### src/rtl/pingpong_collector_pkg.sv
// Shared definitions for the ping-pong collector: data width, branch select encoding,
// and the group-size normalisation (zero behaves as one).
package pingpong_collector_pkg;

   localparam int PP_DW = 512;

   typedef enum logic {
      SEL1 = 1'b0,
      SEL2 = 1'b1
   } sel_t;

   function automatic logic [31:0] grp_norm(input logic [31:0] g);
      return (g == 32'd0) ? 32'd1 : g;
   endfunction

endpackage

### src/rtl/pingpong_collector_axis_out_reg.sv
// Single-entry AXI-Stream register slice: 1-cycle latency, full throughput,
// holds its beat while downstream stalls and exposes load_en for upstream ready.
module axis_out_reg #(
   parameter int DW = 512
) (
   input  logic            i_clk,
   input  logic            i_rst,
   input  logic            i_load,
   input  logic [DW-1:0]   i_tdata,
   input  logic [DW/8-1:0] i_tkeep,
   input  logic            i_tlast,
   output logic            o_load_en,
   output logic [DW-1:0]   o_tdata,
   output logic [DW/8-1:0] o_tkeep,
   output logic            o_tlast,
   output logic            o_tvalid,
   input  logic            i_tready
);

   logic [DW-1:0]   r_tdata;
   logic [DW/8-1:0] r_tkeep;
   logic            r_tlast;
   logic            r_tvalid;

   assign o_load_en = !r_tvalid || i_tready;

   always_ff @(posedge i_clk or posedge i_rst) begin
      if (i_rst) begin
         r_tdata  <= '0;
         r_tkeep  <= '0;
         r_tlast  <= 1'b0;
         r_tvalid <= 1'b0;
      end else if (o_load_en) begin
         r_tvalid <= i_load;
         if (i_load) begin
            r_tdata <= i_tdata;
            r_tkeep <= i_tkeep;
            r_tlast <= i_tlast;
         end
      end
   end

   assign o_tdata  = r_tdata;
   assign o_tkeep  = r_tkeep;
   assign o_tlast  = r_tlast;
   assign o_tvalid = r_tvalid;

endmodule

### src/rtl/pingpong_collector.sv
// Merges two AXI-Stream branches, PP_GROUP packets from each in turn; 1-cycle latency,
// the unselected branch and a stalled output both see TREADY low.
module pingpong_collector
   import pingpong_collector_pkg::*;
#(
   parameter int DW = PP_DW
) (
   input  logic            clk,
   input  logic            reset,
   input  logic [31:0]     PP_GROUP,
   input  logic [DW-1:0]   AXIS_IN1_TDATA,
   input  logic [DW/8-1:0] AXIS_IN1_TKEEP,
   input  logic            AXIS_IN1_TLAST,
   input  logic            AXIS_IN1_TVALID,
   output logic            AXIS_IN1_TREADY,
   input  logic [DW-1:0]   AXIS_IN2_TDATA,
   input  logic [DW/8-1:0] AXIS_IN2_TKEEP,
   input  logic            AXIS_IN2_TLAST,
   input  logic            AXIS_IN2_TVALID,
   output logic            AXIS_IN2_TREADY,
   output logic [DW-1:0]   AXIS_OUT_TDATA,
   output logic [DW/8-1:0] AXIS_OUT_TKEEP,
   output logic            AXIS_OUT_TLAST,
   output logic            AXIS_OUT_TVALID,
   input  logic            AXIS_OUT_TREADY,
   output logic            CUR_SEL,
   output logic [31:0]     GROUP_COUNT
);

   sel_t        r_sel;
   logic [31:0] r_pkt_cnt;
   logic [31:0] r_grp_lat;
   logic [31:0] r_group_count;
   logic        r_fresh;

   logic            w_load_en;
   logic            w_accept;
   logic [DW-1:0]   w_tdata;
   logic [DW/8-1:0] w_tkeep;
   logic            w_tlast;
   logic [31:0]     w_grp_eff;
   logic            w_grp_end;

   assign AXIS_IN1_TREADY = !reset && (r_sel == SEL1) && w_load_en;
   assign AXIS_IN2_TREADY = !reset && (r_sel == SEL2) && w_load_en;

   assign w_accept = (r_sel == SEL1) ? (AXIS_IN1_TVALID && AXIS_IN1_TREADY)
                                     : (AXIS_IN2_TVALID && AXIS_IN2_TREADY);
   assign w_tdata  = (r_sel == SEL1) ? AXIS_IN1_TDATA : AXIS_IN2_TDATA;
   assign w_tkeep  = (r_sel == SEL1) ? AXIS_IN1_TKEEP : AXIS_IN2_TKEEP;
   assign w_tlast  = (r_sel == SEL1) ? AXIS_IN1_TLAST : AXIS_IN2_TLAST;

   // Until the first clock after reset the group size tracks PP_GROUP live, which
   // gives the reset-time sample without an asynchronous load of a data input.
   assign w_grp_eff = r_fresh ? grp_norm(PP_GROUP) : r_grp_lat;
   assign w_grp_end = w_accept && w_tlast && (r_pkt_cnt == w_grp_eff - 32'd1);

   always_ff @(posedge clk or posedge reset) begin
      if (reset) begin
         r_sel         <= SEL1;
         r_pkt_cnt     <= 32'd0;
         r_grp_lat     <= 32'd1;
         r_fresh       <= 1'b1;
         r_group_count <= 32'd0;
      end else begin
         r_fresh <= 1'b0;
         if (r_fresh || w_grp_end)
            r_grp_lat <= grp_norm(PP_GROUP);
         if (w_accept && w_tlast) begin
            if (w_grp_end) begin
               r_sel         <= (r_sel == SEL1) ? SEL2 : SEL1;
               r_pkt_cnt     <= 32'd0;
               r_group_count <= r_group_count + 32'd1;
            end else begin
               r_pkt_cnt <= r_pkt_cnt + 32'd1;
            end
         end
      end
   end

   axis_out_reg #(.DW(DW)) u_out_reg (
      .i_clk     (clk),
      .i_rst     (reset),
      .i_load    (w_accept),
      .i_tdata   (w_tdata),
      .i_tkeep   (w_tkeep),
      .i_tlast   (w_tlast),
      .o_load_en (w_load_en),
      .o_tdata   (AXIS_OUT_TDATA),
      .o_tkeep   (AXIS_OUT_TKEEP),
      .o_tlast   (AXIS_OUT_TLAST),
      .o_tvalid  (AXIS_OUT_TVALID),
      .i_tready  (AXIS_OUT_TREADY)
   );

   assign CUR_SEL     = r_sel;
   assign GROUP_COUNT = r_group_count;

endmodule

### config.mk
export PLATFORM = sky130hd
export DESIGN_NAME = pingpong_collector
export DESIGN_NICKNAME = d
export VERILOG_FILES = /design/src/rtl/pingpong_collector_pkg.sv /design/src/rtl/pingpong_collector_axis_out_reg.sv /design/src/rtl/pingpong_collector.sv
export SDC_FILE = /design/constraint.sdc
export NUM_CORES = 2
export LEC_CHECK = 0
export ABC_AREA = 1
export ABC_CLOCK_PERIOD_IN_PS = 27200
export CAP_MARGIN = 30
export CORE_AREA = 2 2 705 707
export DETAILED_ROUTE_END_ITERATION = 7
export DIE_AREA = 0 0 707 709
export PLACE_DENSITY = 0.32
export SLEW_MARGIN = 20
export SYNTH_ARGS = -nofsm -noshare
export SYNTH_HDL_FRONTEND = slang
export SYNTH_SLANG_ARGS = --single-unit
### constraint.sdc
create_clock -name clk -period 27.2 [get_ports clk]
set_input_delay 2.72 -clock clk [delete_from_list [all_inputs] [get_ports clk]]
set_output_delay 2.72 -clock clk [all_outputs]
set_load 0.05 [all_outputs]
# == Word level (Yosys, flattened, before mapping) ==
# Index checks and enable logic that the tools add are counted.
# Widths: inputs -> output; s select.
# totals
register_bits,676
word_cells,37
# classes
n_addsub,3
n_eq_ne,1
muxes,8
n_bitwise,1
reduce_logical,15
# op_table
operator,n
$mux 512,1
$mux 32,3
$add 32x1->32 const B,2
$mux 64,1
$eq 32x32->1,1
$logic_not 32->1,1
$sub 32x1->32 const B,1
$logic_and 1x1->1,8
$reduce_and 2->1,2
$mux 1,3
$logic_not 1->1,2
$logic_or 1x1->1,2
$not 1->1,1

# == Depth between registers and ports, before layout ==
# logic_depth
depth_word,8
mapped_depth,27

# == Cells and area by module ==
# Synthesis repeated with hierarchy kept, for this count alone.
# hier_totals
cells_unflattened,5451
hier_area_um2,36973.0
# modules_own_cells
module,n_inst,cells_each,area_per_inst_um2
axis_out_reg,1,2506,22776.8
pingpong_collector,1,2945,14196.1

# == Worst setup path before layout ==
# No wires, ideal clock.
# synth_path
path_kind,input port to flip-flop
start,input port reset
end,register r_pkt_cnt[28]
setup_time_ns,0.071
t_arrival_ns,20.150
required_time_ns,27.129
path_slack_ns,6.978
path_stages,14
n_path_buf,0
cell_sequence,inv_1 nand4_1 nand2_1 nand2_1 inv_1 nand3b_1 nor2_1 nand3_1 nor2_1 nand2_1 nor2_1 xor2_1 inv_1 nor2_1
# synth_via
elab_chain_cells,8
# synth_rtl
element,line_no,text
"start, declared",pingpong_collector.sv:9,"input logic reset,"
$logic_not 1->1 (no source line) *,n/a,
"$logic_and 1x1->1, on equally long branches (2 in series)","pingpong_collector.sv:44, pingpong_collector.sv:45",
"$logic_and 1x1->1, on equally long branches","pingpong_collector.sv:47, pingpong_collector.sv:48",
$mux 1 *,pingpong_collector.sv:47,assign w_accept = (r_sel == SEL1) ? (AXIS_IN1_TVALID && AXIS_IN1_TREADY)
$logic_and 1x1->1 *,"pingpong_collector.sv:56, pingpong_collector.sv:69",
$logic_and 1x1->1,pingpong_collector.sv:56,assign w_grp_end = w_accept && w_tlast && (r_pkt_cnt == w_grp_eff - 32'd1);
$mux 32,pingpong_collector.sv:70,if (w_grp_end) begin
"end signal, assigned",pingpong_collector.sv:75,r_pkt_cnt <= r_pkt_cnt + 32'd1;
"end, declared",pingpong_collector.sv:31,logic [31:0] r_pkt_cnt;
# Mark *: on every way between the ends. The rest lies on a longest branch, timed or not.
# A chain may end at the register's enable or synchronous reset.

# == Worst setup path after layout ==
# layout_path
start,input port reset
end,"register u_out_reg.r_tdata[217], in the netlist u_out_reg.o_tdata[217]"
# layout_via
elab_chain_cells,6
# layout_rtl
element,line_no,text
$logic_not 1->1 (no source line) *,n/a,
"$logic_and 1x1->1, on equally long branches (2 in series)","pingpong_collector.sv:44, pingpong_collector.sv:45",
"$logic_and 1x1->1, on equally long branches","pingpong_collector.sv:47, pingpong_collector.sv:48",
$mux 1 *,pingpong_collector.sv:47,
$reduce_and 2->1 (no source line) *,n/a,
"end signal, assigned",pingpong_collector_axis_out_reg.sv:36,r_tdata <= i_tdata;
"end, declared",pingpong_collector_axis_out_reg.sv:20,logic [DW-1:0] r_tdata;
# Marks and branches as above.

==> flow_summary.json <==
{
  "outcome": "completed",
  "fin_tns_setup_ns": 0,
  "grt_pass1_wl_mm": 486,
  "rsz0062_at_grt": "false",
  "p_sw_mw": 1.95,
  "cp_max_fo": 82,
  "arrival_ns": 8.80,
  "gr-usage-all-layers_pct": 15.3,
  "avgSynthCellArea_um2": 7.73,
  "crit_path_start_kind": "input pin",
  "netSwitchingFraction_pct": 43.4,
  "multi_input_comb_area_um2": 14000,
  "cp-startpoint": "reset",
  "first_pass_iters": 6,
  "h-tree-depth": 3,
  "p_leak_nw": 24.2,
  "cts_buffer_depth": 4,
  "seqCellArea_um2": 16900,
  "fmax_mhz": 124,
  "criticalPathCategory": "input pin to flop",
  "synth_top_cell_area_share_pct": 51.8,
  "report.final.slew_viol_count": 0,
  "area_growth_syn_to_layout_pct": 93.8,
  "worstPathRequired_ns": 27.94,
  "synth_common_cells": "nand2_1 (1,504), nor2_1 (705), dfrtp_1 (674), a31oi_1 (576), clkbuf_1 (251)",
  "overflow": 0,
  "die_area_um2": 501000,
  "setup_viol": 0,
  "p_per_area_nw_per_um2": 71.0,
  "gp_congestion": 0.953,
  "critPathMaxStageDelay_ns": 0.84,
  "yosysSeqAreaShare_pct": 51.9,
  "post-route-min-period_ns": 8.06,
  "p_seq_share_pct": 28.6,
  "cp_num_buf_inv": 7,
  "ios": 1804,
  "cp_common_cell": "buf_4",
  "ys.flop_type": "dfrtp_1",
  "pwr-share-comb_pct": 39.4,
  "start_util_pct": 6.61,
  "holdCritPathClass": "flop to flop",
  "first_iter_violations": 2729,
  "post_cts_buffers": 0,
  "crit_slowest_cell": "buf_4",
  "worst_r2r_startpoint": "CUR_SEL$_DFFE_PP0P_",
  "wire_per_inst_um": 31.8,
  "p_int_mw": 2.54,
  "ys_seq_elements": 676,
  "layout.nets": 7153,
  "syn_area_um2": 32600,
  "async_reset_ff_share_pct": 100,
  "path_clk_slew_ns": 0.06,
  "hold_buffers": 0,
  "cts_made_buffers": 104,
  "layout-drive-gt1-share_pct": 6.56,
  "synth-edff-count": 0,
  "finalWirelength_mm": 400,
  "clkLatencyLatePin_ns": 0.93,
  "core_um2": 493000,
  "cap_violations": 0,
  "cts-root-buf": "clkbuf_16",
  "synth_cell_types": 39,
  "hold_viol": 0,
  "grt_max_degree": 156,
  "period_share_pct": 29.6,
  "hpwl_mm": 350,
  "hold_path.startpoint": "r_grp_lat[0]$_DFFE_PP1P_",
  "path_cells": "clkdlybuf4s50_1 > inv_8 > nand4_1 > nand2_4 > buf_4 > buf_4 > buf_4 > buf_4 > buf_4 > nor2_1 > a31oi_1",
  "post-synth-top-count-cell": "nand2_1",
  "fin_skew_ns": 0.0932,
  "die_y_um": 709,
  "yosys.area.top_type": "dfrtp_1",
  "relSlewSlack_pct": 21.3,
  "drtAntennaViolNets": 0,
  "portBuffers": 1803,
  "die_w_um": 707,
  "ir_worst_vdd_uv": 55.5,
  "syn-num-nets": 5411,
  "worst_pin_slew_ns": 1.18,
  "grt_pass1_vias": 37900,
  "rows": 258,
  "antenna_found_initial": 188,
  "cts_sinks": 676,
  "drc": 0,
  "cts_resized": 0,
  "crit_path_end_kind": "flop",
  "synth_area_leaders": "dfrtp_1 (52%), nand2_1 (17%), a31oi_1 (11%)",
  "avgViaCountPerCell": 3.07,
  "pwr-share-clk_pct": 32.0,
  "num_vias": 38700,
  "cp_top_family": "buffers and inverters",
  "fill_cells": 56800,
  "ys_warn_count": 0,
  "cts_tree": "yes",
  "syn_inst": 4217,
  "fin_util_pct": 12.8
}
metal layers:
layer  global-route usage, %  share of wire, %  vias to the layer above
li1                        -                 -                    17500
met1                    18.7                42                    19000
met2                    24.6                45                     1720
met3                    6.82                10                      467
met4                    3.56               2.6                       68
met5                       0              0.10                        -
layout by cell type, fill, tap and decap left out, types with 8 or more instances in the layout:
cell type        synthesis  final
inv_1                  123    121
buf_16                   0     66
diode_2                  0     51
nor2_1                 705    705
o21ai_0                  8      8
nor4_1                   8      8
clkbuf_16                0    104
o21ai_1                 27     27
clkdlybuf4s50_1          0   1714
clkbuf_1               251     26
buf_4                    5     94
nor3_1                  25     25
clkbuf_8                 0     28
xor2_1                  54     54
a31oi_1                576    576
nand3_1                108    108
buf_2                   16     44
clkinv_2                 0     13
xnor2_1                 16     16
nand4_1                 49     49
dfrtp_1                674    673
nand2_1               1504   1503
flip-flops by register name (all words and copies together) (netlist names):
name / count
r_pkt_cnt: 32
u_out_reg.o_tvalid: 1
u_out_reg.o_tkeep: 64
CUR_SEL: 1
u_out_reg.o_tdata: 512
r_grp_lat: 32
GROUP_COUNT: 32
u_out_reg.o_tlast: 1
r_fresh: 1
path summary, 6_finish.rpt:
path	slack, ns	cells after the start	end
setup / recovery	19.14	11	u_out_reg.o_tdata[217]$_DFFE_PP0P_
hold / removal	0.49	2	r_grp_lat[0]$_DFFE_PP1P_
setup reg to reg	21.23	10	u_out_reg.o_tdata[217]$_DFFE_PP0P_
hold reg to reg	0.49	2	r_grp_lat[0]$_DFFE_PP1P_
max in group asynchronous	21.90	5	u_out_reg.o_tdata[414]$_DFFE_PP0P_
min in group asynchronous	2.43	2	u_out_reg.o_tdata[485]$_DFFE_PP0P_
worst reg2reg max path: cells and delay by family, from the launching register on:
family                 cells  cell delay [ns]
buffers and inverters      5             3.94
AND/OR/NAND/NOR            4             1.09
flip-flops                 1             0.68
AO/OA/AOI/OAI              1             0.17
stage by stage:
step | power [mW] | instances | hold slack, ns | area (um2) | worst slack [ns]
global route | 4.67 | 12600 | 0.517 | 63100 | 18.55
CTS | 4.58 | 12500 | 0.490 | 62800 | 18.77
finish | 4.48 | 12600 | 0.491 | 63100 | 19.14
detailed placement | 3.10 | 12300 | 0.481 | 59400 | 17.83
global placement | 3.01 | 12300 | 0.480 | 57700 | 17.82
floorplan | 1.99 | 4217 | 0.461 | 32600 | 5.51
layout make-up:
class                           count  area share, %
Antenna cell                       51          0.202
Clock inverter                     29          0.533
Tap cell                         6500           12.9
Timing Repair Buffer             1924           31.7
Inverter                          132          0.808
Multi-Input combinational cell   3121           22.2
Clock buffer                      158           4.89
Sequential cell                   676           26.8
power by group through the flow:
stage               sequential [mW]  clock, mW  combinational, mW
finish                         1.28       1.43               1.77
global route                   1.30       1.52               1.85
floorplan                      1.76          0              0.227
global placement               1.30          0               1.71
detailed placement             1.30          0               1.80
CTS                            1.28       1.49               1.80
logic make-up after synthesis:
logic type / Yosys count / share of synthesized area, %
adder cells (fa/ha/maj): 3 / 0.115
AND/OR/NAND/NOR: 2422 / 29.1
AO/OA/AOI/OAI: 622 / 11.8
multiplexers: 3 / 0.0922
XOR/XNOR: 70 / 1.88
buffers and inverters: 420 / 5.05
flip-flops: 676 / 51.9
other: 1 / 0.0115
Note: power is estimated with default switching activity, not from simulation.
